===== src/rtl/ai_core_pkg.sv =====
// ai_core_pkg
//   Shared definitions for the MAC-array result path.
//   - state_e      : resolve/accumulate FSM states (ACC, DONE)
//   - IN_SIZE_DEF  : width of one redundant (sum or carry) word leaving the MAC array
//   - ACC_SIZE_DEF : default frame accumulator width
package ai_core_pkg;

  // MAC array geometry: 8x8 signed products summed over 16 taps.
  localparam int MAC_OPERAND_W = 8;
  localparam int MAC_TAPS      = 16;

  // A product is 2*operand bits. Summing 16 taps adds log2(16) = 4 growth bits.
  localparam int IN_SIZE_DEF   = 2 * MAC_OPERAND_W + $clog2(MAC_TAPS);
  localparam int ACC_SIZE_DEF  = 32;

  typedef enum logic {
    ACC  = 1'b0,
    DONE = 1'b1
  } state_e;

endpackage


===== src/rtl/cs_sat_add.sv =====
// cs_sat_add
//   Three-operand signed add: res = acc + sext(sum) + sext(carry).
//   The two redundant words are resolved into one term before the
//   accumulator add, so overflow is judged only on the final add.
//   Optional feature macro: SATURATE_EN
//     defined   : clamp to the signed extremes on overflow, ovf_o flags it
//     undefined : wrap modulo 2^ACC_SIZE, ovf_o tied 0
// Ports
//   acc_i   in  ACC_SIZE  signed running accumulator
//   sum_i   in  IN_SIZE   signed redundant word 0
//   carry_i in  IN_SIZE   signed redundant word 1
//   res_o   out ACC_SIZE  signed result
//   ovf_o   out 1         signed overflow of this add
module cs_sat_add #(
  parameter int IN_SIZE  = 20,
  parameter int ACC_SIZE = 32
) (
  input  logic signed [ACC_SIZE-1:0] acc_i,
  input  logic signed [IN_SIZE-1:0]  sum_i,
  input  logic signed [IN_SIZE-1:0]  carry_i,
  output logic signed [ACC_SIZE-1:0] res_o,
  output logic                       ovf_o
);

  function automatic logic signed [ACC_SIZE-1:0] sext(input logic signed [IN_SIZE-1:0] v);
    return {{(ACC_SIZE-IN_SIZE){v[IN_SIZE-1]}}, v};
  endfunction

  // The sum of two IN_SIZE words needs IN_SIZE+1 bits, which fits in ACC_SIZE.
  logic signed [ACC_SIZE-1:0] term;
  assign term = sext(sum_i) + sext(carry_i);

`ifdef SATURATE_EN
  // Largest positive value for neg=0, most negative value for neg=1.
  function automatic logic signed [ACC_SIZE-1:0] sat_limit(input logic neg);
    return {neg, {(ACC_SIZE-1){~neg}}};
  endfunction

  // One guard bit: overflow when the guard and the result sign disagree;
  // the guard holds the true sign of the result.
  logic signed [ACC_SIZE:0] wide;
  assign wide  = {acc_i[ACC_SIZE-1], acc_i} + {term[ACC_SIZE-1], term};
  assign ovf_o = wide[ACC_SIZE] ^ wide[ACC_SIZE-1];
  assign res_o = ovf_o ? sat_limit(wide[ACC_SIZE]) : wide[ACC_SIZE-1:0];
`else
  assign res_o = acc_i + term;
  assign ovf_o = 1'b0;
`endif

endmodule


===== src/rtl/cs_resolve_acc.sv =====
// cs_resolve_acc
//   Accumulates a frame of carry-save beats from the MAC array into one
//   signed result. It presents the result with a valid/ready handshake.
//   The FSM has two states. ACC accepts beats. DONE holds the result until
//   the consumer takes it.
//   Optional feature macro: SATURATE_EN (clamp plus sticky overflow flag).
// Ports
//   clk_i        in   1         clock, rising edge
//   rst_ni       in   1         asynchronous active-low reset
//   clear_i      in   1         synchronous frame abort (beats over handshakes)
//   in_valid_i   in   1         beat valid
//   in_ready_o   out  1         beat accepted (state ACC)
//   in_sum_i     in   IN_SIZE   signed redundant word 0
//   in_carry_i   in   IN_SIZE   signed redundant word 1
//   in_last_i    in   1         beat closes the frame
//   out_valid_o  out  1         result valid (state DONE)
//   out_ready_i  in   1         consumer takes the result
//   out_data_o   out  ACC_SIZE  signed accumulator (partial while in ACC)
//   out_beats_o  out  BEAT_SIZE beat count, saturating at all-ones
//   out_ovf_o    out  1         frame saturated (0 without SATURATE_EN)
module cs_resolve_acc
  import ai_core_pkg::*;
#(
  parameter int IN_SIZE   = IN_SIZE_DEF,
  parameter int ACC_SIZE  = ACC_SIZE_DEF,
  parameter int BEAT_SIZE = 16
) (
  input  logic                 clk_i,
  input  logic                 rst_ni,
  input  logic                 clear_i,
  input  logic                 in_valid_i,
  output logic                 in_ready_o,
  input  logic [IN_SIZE-1:0]   in_sum_i,
  input  logic [IN_SIZE-1:0]   in_carry_i,
  input  logic                 in_last_i,
  output logic                 out_valid_o,
  input  logic                 out_ready_i,
  output logic [ACC_SIZE-1:0]  out_data_o,
  output logic [BEAT_SIZE-1:0] out_beats_o,
  output logic                 out_ovf_o
);

  state_e                     state_q;
  logic signed [ACC_SIZE-1:0] acc_q, acc_d;
  logic [BEAT_SIZE-1:0]       beats_q, beats_d;
  logic                       add_ovf;

  cs_sat_add #(
    .IN_SIZE  (IN_SIZE),
    .ACC_SIZE (ACC_SIZE)
  ) u_add (
    .acc_i   (acc_q),
    .sum_i   (in_sum_i),
    .carry_i (in_carry_i),
    .res_o   (acc_d),
    .ovf_o   (add_ovf)
  );

  // The counter sticks at all-ones so a long frame never reads as a short one.
  assign beats_d = (&beats_q) ? beats_q : beats_q + 1'b1;

`ifdef SATURATE_EN
  logic ovf_q;
`endif

  always_ff @(posedge clk_i or negedge rst_ni) begin
    if (!rst_ni) begin
      state_q <= ACC;
      acc_q   <= '0;
      beats_q <= '0;
`ifdef SATURATE_EN
      ovf_q   <= 1'b0;
`endif
    end else if (clear_i) begin
      // The abort wins over any handshake in the same cycle.
      state_q <= ACC;
      acc_q   <= '0;
      beats_q <= '0;
`ifdef SATURATE_EN
      ovf_q   <= 1'b0;
`endif
    end else begin
      unique case (state_q)
        ACC: begin
          if (in_valid_i) begin
            acc_q   <= acc_d;
            beats_q <= beats_d;
`ifdef SATURATE_EN
            ovf_q   <= ovf_q | add_ovf;
`endif
            if (in_last_i) state_q <= DONE;
          end
        end
        DONE: begin
          // Start the next frame from zero on the same edge as the result handshake.
          if (out_ready_i) begin
            state_q <= ACC;
            acc_q   <= '0;
            beats_q <= '0;
`ifdef SATURATE_EN
            ovf_q   <= 1'b0;
`endif
          end
        end
        default: state_q <= ACC;
      endcase
    end
  end

  // The handshake outputs decode only the state register, so there is no
  // combinational path from any input.
  assign in_ready_o  = (state_q == ACC);
  assign out_valid_o = (state_q == DONE);
  assign out_data_o  = acc_q;
  assign out_beats_o = beats_q;
`ifdef SATURATE_EN
  assign out_ovf_o   = ovf_q;
`else
  assign out_ovf_o   = add_ovf;  // constant 0 from the adder in this build
`endif

endmodule


===== config.mk =====
export PLATFORM = sky130hd
export DESIGN_NAME = cs_resolve_acc
export DESIGN_NICKNAME = d
export VERILOG_FILES = /design/src/rtl/ai_core_pkg.sv /design/src/rtl/cs_sat_add.sv /design/src/rtl/cs_resolve_acc.sv
export SDC_FILE = /design/constraint.sdc
export NUM_CORES = 1
export LEC_CHECK = 0
export ABC_CLOCK_PERIOD_IN_PS = 4700
export CAP_MARGIN = 5
export CORE_UTILIZATION = 54
export CTS_BUF_LIST = sky130_fd_sc_hd__clkbuf_2 sky130_fd_sc_hd__clkbuf_4 sky130_fd_sc_hd__clkbuf_8
export DETAILED_ROUTE_END_ITERATION = 16
export GPL_TIMING_DRIVEN = 0
export PLACE_DENSITY = 0.9
export RECOVER_POWER = 100
export SYNTH_ARGS = -nofsm -noshare
export SYNTH_HDL_FRONTEND = slang
export SYNTH_HIERARCHICAL = 1
export SYNTH_SLANG_ARGS = --single-unit

===== constraint.sdc =====
create_clock -name clk_i -period 4.7 [get_ports clk_i]
set_input_delay 0.94 -clock clk_i [delete_from_list [all_inputs] [get_ports clk_i]]
set_output_delay 0.94 -clock clk_i [all_outputs]
set_load 0.005 [all_outputs]

After elaboration in Yosys (flattened, before gate mapping)
Index checks and enable logic that the tools add are counted.
{ "word_totals": {"register_bits": 49, "latchBits": 0, "mem_bits_rw": 0, "mem_bits_ro": 0, "inputBits": 46, "output_inout_bits": 51, "wordCells": 27, "n_memories": 0} }
{ "op_classes": {"add_sub_neg": 3, "multipliers": 0, "n_div": 0, "order_cmp": 0, "eq_ne": 3, "shift": 0, "muxes": 14, "bitwise_logic": 1, "n_reduce_logical": 3} }
{ "op_table": {"columns": ["operator", "n"], "rows": [
  ["32-bit 2-to-1 mux", 3],
  ["16-bit 2-to-1 mux", 4],
  ["32-bit case mux with 2 select lines", 1],
  ["32-bit adder", 1],
  ["16-bit case mux with 2 select lines", 1],
  ["20-bit by 20-bit adder with 21-bit output", 1],
  ["16-bit by 1-bit adder with 16-bit output, second input constant", 1],
  ["16-bit AND reduction", 1],
  ["3-bit != test, second input constant", 3],
  ["1-bit 2-to-1 mux", 4],
  ["3-bit AND reduction", 1],
  ["1-bit case mux with 2 select lines", 1],
  ["2-bit AND reduction", 1],
  ["1-bit inverter", 1]
]} }

Logic depth before layout (Yosys ltp)
Gate-level depths: netlist (run 1).
{ "logic_depth": {"depth_word": 5, "depth_mapped": 15, "mapped_depth_nobuf": 15} }

Cells and area by module
The synthesis (run 1) kept the hierarchy.
{ "modules_own_cells": {"columns": ["module", "instances", "cells_per_inst", "area_per_inst_um2", "seq_area_each_um2"], "rows": [
  ["cs_sat_add", 1, 260, 2308.5, 0.0],
  ["cs_resolve_acc", 1, 246, 2265.9, 1226.2]
]} }

Least setup slack after synthesis (run 1)
No wires, ideal clock.
{ "synth_path": {"kind": "input-to-reg", "start": "input in_sum_i[1]", "end": "register acc_q[29] (netlist: out_data_o[29])", "setup_time_ns": 0.066, "arrival_ns": 3.552, "required_ns": 4.634, "slack_ns": 1.082, "cell_stages": 13, "n_path_buf": 0, "path_cell_list": "fa_1 -> ha_1 -> fa_1 -> a21o_1 -> a21oi_2 -> o21ai_2 -> a31oi_4 -> o221ai_2 -> a221oi_2 -> o31a_1 -> xnor2_1 -> nand3_1 -> nand2_1"} }
{ "synth_via": {"elab_chain_cells": 5} }
{ "synth_rtl": {"columns": ["item", "line_no", "text"], "rows": [
  ["start, declared", "cs_resolve_acc.sv:33", "input logic [IN_SIZE-1:0] in_sum_i,"],
  ["20-bit by 20-bit adder with 21-bit output", "cs_sat_add.sv:31", "assign term = sext(sum_i) + sext(carry_i);"],
  ["32-bit adder", "cs_sat_add.sv:46", "assign res_o = acc_i + term;"],
  ["via acc_d[29]", "cs_resolve_acc.sv:44", "logic signed [ACC_SIZE-1:0] acc_q, acc_d;"],
  ["32-bit 2-to-1 mux", "cs_resolve_acc.sv:85", "if (in_valid_i) begin"],
  ["32-bit case mux with 2 select lines", "cs_resolve_acc.sv:83", "unique case (state_q)"],
  ["32-bit 2-to-1 mux", "cs_resolve_acc.sv:74", "end else if (clear_i) begin"],
  ["end signal, assigned", "cs_resolve_acc.sv:77", "acc_q <= '0;"],
  ["end signal, assigned", "cs_resolve_acc.sv:86", "acc_q <= acc_d;"],
  ["end signal, assigned", "cs_resolve_acc.sv:98", "acc_q <= '0;"],
  ["end, declared", "cs_resolve_acc.sv:44", null]
]} }
The timed path passes the listed nets, and every way through them passes these cells. The select of a mux whose other input is x is not followed.
A chain may end at the register's enable or synchronous reset.

Worst setup path after layout (run 1)
{ "layout_path": {"start": "input in_sum_i[1]", "end": "register acc_q[25] (netlist: out_data_o[25])"} }
The elaborated chain is that of the path after synthesis.

==> metrics.txt, run 1 <==
Post-synth EDFFs 0; Post-CTS Resized 0; pwr dens 519 nW/um2; Initial DRC Count 204; HPWL after DPL 8730 um; endpoint kind of the worst setup timing path register; Top Layer Used met4; max-capacitance violation count 1; fraction of synthesized cell area in xor and xnor cells 5.94%; proportion of synthesized chip area in sequential cells 26.8%; top cell type's share of synthesized area 26.8%; post-route setup slack 238 ps; dominant synthesized flop cell dfrtp_1; clock network power share 8.6%; switching portion of total power 46.4%; Syn Inst Count 506; maximum buffer depth of the clock tree 2; Synth Area in Adders 22.5%; r2r startpoint out_data_o[1]$_DFFE_PN0P_; violations in the final reports capacitance limit, slew limit; TritonCTS Buffers 5; number of antenna-violating nets in the routed design 0; CP Data Arrival Time 4670 ps; critical path peak fanout 3; Total Neg Setup Slack 0 ps; number of primary I/O pins 97; unrepaired setup endpoints after global routing no; share of the clock period used by the worst path after layout 94.9%; simple-gate area share of the yosys netlist 21.1%; most common library cell in the layout ignoring fill and taps nand2_1; pre-CTS worst setup slack 71.0 ps; maximum number of pins on one net before global-route repair 30; number of cells traversed by the worst register-to-register path 13; Compound-Gate Fraction of Synth Area 20.0%; insertion delay to the later sink of the worst-skew pair 310 ps; top cells by area in the synthesized netlist dfrtp_1, fa_1, ha_1, nand2_1, nand3_1; syn_nets 615; cell taking the most area after synthesis dfrtp_1; Max VDD drop 0.000272 V; clock tree from TritonCTS done; post-detailed-route via-to-cell ratio 5.96; share of the core filled with cells 69.3%; Async S/R FF share, synth 100%; post-synthesis area per instance 9.04 um2; Tmin final 4460 ps; Std-Cell Rows 33; combined area of all synthesized cells 4570 um2; total internal power 1.58 mW; required time at the endpoint of the critical path 4910 ps; worst setup slack for register-to-register paths 980 ps; Max Freq 224 MHz; first-pass iteration count of the detailed router 5; launching element type of the critical path input pin; total number of vias 4254; count of input and output buffers 95; number of synthesized register bits 49; leakage power 2.71 nW; number of setup buffers added after CTS 0; end point of the critical path out_data_o[25]$_DFFE_PN0P_; die width 94.0 um; Worst Setup Path Type in -> reg; antenna cell count 0; met1 WL 4810 um; share of layout cells above drive strength 1 5.42%; number of antenna violations at the first check in global routing 0; Routability Congestion 0.907; number of nets in the finished design 718; Detail Route met3 WL 681 um; Rel. slew slack -8.19%; final hold viol count 0; number of distinct library cells after synthesis 62; combinational family with the most area after synthesis adder cells; part of the power in combinational logic 69.9%; WL/cell 15.9 um; NetSw 1.37 mW; CORE AREA 8220 um2; aggregate routed wire length 11300 um; initial standard-cell utilization of the core 55.7%; most frequent cells in the layout nand2_1, dlygate4sd3_1, dfrtp_1, nand3_1, clkdlybuf4s50_1; proportion of synthesized area in mux cells 0.246%; launch point of the worst path in_sum_i[1]; total grt overflow 0; final clock skew 8.96 ps; first-pass GRT wire length 18800 um; full die area 8840 um2; measured slew at the worst slew-check pin 1620 ps; sequential share of power 21.5%; die height 94.0 um; area overhead of the layout relative to synthesis 24.4%; total number of yosys warnings 6; CTS Hold Bufs 0; aggregate global-route resource usage 26.7%; DRC Markers 0; class of the most critical hold timing path reg -> reg; Pins Over Slew Limit 30; terminus of the critical flop-to-flop path out_data_o[25]$_DFFE_PN0P_; number of global-route vias before repair 4245; level count of the clock H-tree 2; Clk Tree Root Cell clkbuf_8; Reg clk slew, reported paths 100 ps; setup-violating endpoint count in the final report 0; run status complete, but fails checks; CTS sink cnt 49; sum of met2 wire segment lengths after detailed routing 5700 um
metrics by stage:
stage / cells / hold WS, ps / cell area [um2] / total power [mW]
after detailed placement: 707 / 511 / 5670 / 2.76
after floorplan: 506 / 483 / 4570 / 2.17
after global routing: 714 / 548 / 5690 / 3.23
after CTS: 714 / 532 / 5760 / 3.04
after global placement: 706 / 500 / 5660 / 2.68
final: 714 / 521 / 5690 / 2.95
synth_stat cells, drive strengths merged, types with 2 or more instances:
cell    instances
a21oi          38
o31ai           7
ha             31
a41oi           7
a211oi          2
and4            7
a21o           15
xnor2          22
buf            11
nand2b          5
nand3          46
a31oi           8
inv             9
o211ai          2
and2            5
nand4           6
fa             32
nor2b           5
nand2          87
dfrtp          49
a211o           2
nor3            2
o21bai          2
nor2           21
o21ai          35
and3            9
o21a            3
clkbuf         10
a22o            2
xor2            9
critical path, cell delays in order:
cell	delay, ps
dlygate4sd3_1	560
fa_1	480
ha_1	240
fa_1	430
a21o_1	200
a21oi_1	220
o21ai_0	240
a31oi_4	290
o221ai_2	150
a221oi_2	430
o21ai_1	160
xor2_1	170
nand3_1	90
nand2_1	60
power groups by stage:
| stage | Combinational (mW) | Sequential, mW | Clock (mW) |
|---|---|---|---|
| 6_report | 2.07 | 0.634 | 0.255 |
| 5_1_grt | 2.29 | 0.655 | 0.279 |
| 4_1_cts | 2.13 | 0.642 | 0.267 |
| 3_5_place_dp | 2.11 | 0.650 | 0 |
| 3_3_place_gp | 2.04 | 0.643 | 0 |
| 2_1_floorplan | 1.53 | 0.641 | 0 |
kinds of logic after synthesis:
logic type	Yosys count
multiplexers	1
flip-flops	49
AO/OA/AOI/OAI	133
XOR/XNOR	31
AND/OR/NAND/NOR	198
buffers and inverters	30
adder cells (fa/ha/maj)	63
other	1
routing by layer:
layer / global-route usage, % / vias up
met3: 3.24 / 18
li1: - / 2022
met4: 8.46 / 0
met2: 47.7 / 167
met1: 33.4 / 2047
met5: 0 / -
worst min path at each step:
stage,startpoint,to,cells after the start,slack [ps]
4_1_cts,out_data_o[0]$_DFFE_PN0P_,out_data_o[0]$_DFFE_PN0P_,2,530
6_report,out_data_o[0]$_DFFE_PN0P_,out_data_o[0]$_DFFE_PN0P_,2,520
5_1_grt,out_data_o[0]$_DFFE_PN0P_,out_data_o[0]$_DFFE_PN0P_,2,550
3_5_place_dp,out_data_o[0]$_DFFE_PN0P_,out_data_o[0]$_DFFE_PN0P_,2,510
2_1_floorplan,out_data_o[0]$_DFFE_PN0P_,out_data_o[0]$_DFFE_PN0P_,2,480
3_3_place_gp,out_data_o[0]$_DFFE_PN0P_,out_data_o[0]$_DFFE_PN0P_,2,500
area by class of cell:
cell class / instances / area [um2]
Timing Repair Buffer: 96 / 948
Inverter: 9 / 33.8
Multi-Input combinational cell: 427 / 3150
Tap cell: 105 / 131
Sequential cell: 49 / 1230
Buffer: 21 / 118
Clock inverter: 2 / 16.3
Clock buffer: 5 / 68.8
Fill cell: 675 / 2520
state kept, by name (all words and copies together) (netlist names):
| name | cells |
|---|---|
| out_beats_o | 16 |
| out_valid_o | 1 |
| out_data_o | 32 |
Power figures use the tool's default switching activity.
==> inputs of run 2 (changes only) <==
Settings changed: CORE_UTILIZATION 54 to 30, CTS_BUF_LIST sky130_fd_sc_hd__clkbuf_2 sky130_fd_sc_hd__clkbuf_4 sky130_fd_sc_hd__clkbuf_8 to not set, PLACE_DENSITY 0.9 to 0.58.
==> run 2 against run 1 <==
The run ends with DRC, capacitance limit, slew limit left; wire length is 8.0% higher; combinational power hardly changed; fmax is 1.2% lower; sequential power hardly changed; global-route usage is 10 points lower; non-clock buffer count stayed put.
==> metrics.txt, run 2 (synthesis results as in run 1) <==
run status complete, but fails checks; violations in the final reports DRC, capacitance limit, slew limit; Hold Startpoint out_data_o[0]$_DFFE_PN0P_; maximum number of pins on one net before global-route repair 32 (+6.7%); most frequent cells in the layout nand2_1, dlygate4sd3_1, dfrtp_1, nand3_1, clkdlybuf4s50_1; total number of vias 4094 (-3.8%); WL/cell 15.4 um (-2.8%); area overhead of the layout relative to synthesis 28.3%; first-pass GRT wire length 20700 um (+10%); TritonCTS Buffers 5 (unchanged); number of nets in the finished design 718 (unchanged); measured slew at the worst slew-check pin 1760 ps (+139 ps); number of antenna-violating nets in the routed design 0 (unchanged); pwr dens 534 nW/um2 (+2.8%); DRC Markers 8 (+8); maximum buffer depth of the clock tree 2 (unchanged); Clk Tree Root Cell clkbuf_16; final clock skew 6.21 ps (-2.75 ps); CP Data Arrival Time 4760 ps (+90 ps); setup-violating endpoint count in the final report 0 (unchanged); Pins Over Slew Limit 32 (+6.7%); most common library cell in the layout ignoring fill and taps nand2_1; class of the most critical hold timing path reg -> reg; antenna cell count 0 (unchanged); number of setup buffers added after CTS 0 (unchanged); final hold viol count 0 (unchanged); number of flip-flops under the largest register name 32 (unchanged); die height 125 um (+33%); HPWL after DPL 9460 um (+8.4%); initial standard-cell utilization of the core 31.1% (-25 points); number of antenna violations at the first check in global routing 0 (unchanged); Std-Cell Rows 44 (+33%); die width 125 um (+33%); Max Freq 221 MHz (-1.2%); r2r startpoint out_data_o[1]$_DFFE_PN0P_; CTS Hold Bufs 0 (unchanged); insertion delay to the later sink of the worst-skew pair 300 ps (about the same); Reg clk slew, reported paths 80 ps (-20 ps); leakage power 2.75 nW (+1.5%); aggregate routed wire length 12200 um (+8.0%); level count of the clock H-tree 2 (unchanged); full die area 15700 um2 (+78%); endpoint kind of the worst setup timing path register; launching element type of the critical path input pin; aggregate global-route resource usage 16.3% (-10 points); Max VDD drop 0.000208 V (-24%); Post-CTS Resized 0 (unchanged); unrepaired setup endpoints after global routing no; Worst Setup Path Type in -> reg; count of input and output buffers 95 (unchanged); CTS sink cnt 49 (unchanged); max-capacitance violation count 1 (unchanged); critical path peak fanout 3 (unchanged); clock tree from TritonCTS done; Routability Congestion 0.858 (-5.4%); launch point of the worst path in_sum_i[1]; Tmin final 4520 ps (+55.8 ps); required time at the endpoint of the critical path 4940 ps (+30 ps); number of global-route vias before repair 4159 (-2.0%); post-detailed-route via-to-cell ratio 5.16 (-13%); CORE AREA 14700 um2 (+79%); Total Neg Setup Slack 0 ps (unchanged); Initial DRC Count 186 (-8.8%); total grt overflow 0 (unchanged); share of the clock period used by the worst path after layout 96.1% (+1.2 points); Rel. slew slack -17.5% (-9.3 points); share of layout cells above drive strength 1 5.25% (-0.17 points); number of primary I/O pins 97 (unchanged); first-pass iteration count of the detailed router 12 (+7); overall power 3.13 mW (+6.1%)
## run 2: power breakdown
part	internal, mW	leakage (nW)	switching (mW)	total, mW
sequential	0.524	0.655	0.113	0.637
combinational	0.951	2.01	1.10	2.05
clock	0.257	0.0859	0.189	0.446
total	1.73	2.75	1.40	3.13
## run 2: area by class of cell
| cell class | instances | area, um2 |
|---|---|---|
| Fill cell | 1466 | 8830 |
| Tap cell | 184 | 230 |
| Inverter | 9 | 33.8 |
| Clock buffer | 5 | 125 |
| Buffer | 21 | 116 |
| Sequential cell | 49 | 1230 |
| Clock inverter | 3 | 50.0 |
| Multi-Input combinational cell | 427 | 3140 |
| Timing Repair Buffer | 96 | 948 |
## run 2: metal layers
metal / up-vias / part of all wire [%] / GRT usage (%)
li1: 2012 / - / -
met1: 1966 / 50 / 22.7
met5: - / 0 / 0
met4: 0 / 1.1 / 4.45
met2: 107 / 45 / 26.2
met3: 9 / 3.6 / 2.44
## run 2: per-stage QoR
stage          setup slack, ps  utilization [%]  instance area (um2)  hold slack (ps)  std cells
2_1_floorplan             1080                -                 4570              483        506
3_3_place_gp             -16.3             39.2                 5760              499        785
3_5_place_dp             -17.0             39.3                 5770              508        786
4_1_cts                    302             40.4                 5950              526        794
5_1_grt                   53.2             39.9                 5870              549        794
6_report                   182             39.9                 5870              509        794
## run 2: final timing paths
path	to	cells after the start	slack, ps
worst max-delay path	out_data_o[29]$_DFFE_PN0P_	14	180
worst min-delay path	out_data_o[0]$_DFFE_PN0P_	2	510
worst max register to register	out_data_o[29]$_DFFE_PN0P_	13	930
worst min register to register	out_data_o[0]$_DFFE_PN0P_	2	510
max in group asynchronous	out_data_o[30]$_DFFE_PN0P_	2	1720
min in group asynchronous	out_data_o[25]$_DFFE_PN0P_	1	810
## run 2: worst max-delay path, cell delays in order
cell and delay [ps]:
dlygate4sd3_1 560, fa_1 460, ha_1 240, fa_1 420
a21o_1 200, a21oi_1 210, o21ai_0 260, a31oi_4 270
o221ai_1 200, a221oi_2 490, o31a_1 210, xnor2_1 130
nand3_1 90, nand2_1 90
==> inputs of run 3 (changes only) <==
Settings changed: CAP_MARGIN 5 to 15, CTS_CLUSTER_SIZE set to 12.
==> results of run 3 <==
Final layout, timing and power as in run 2 (identical DEF).
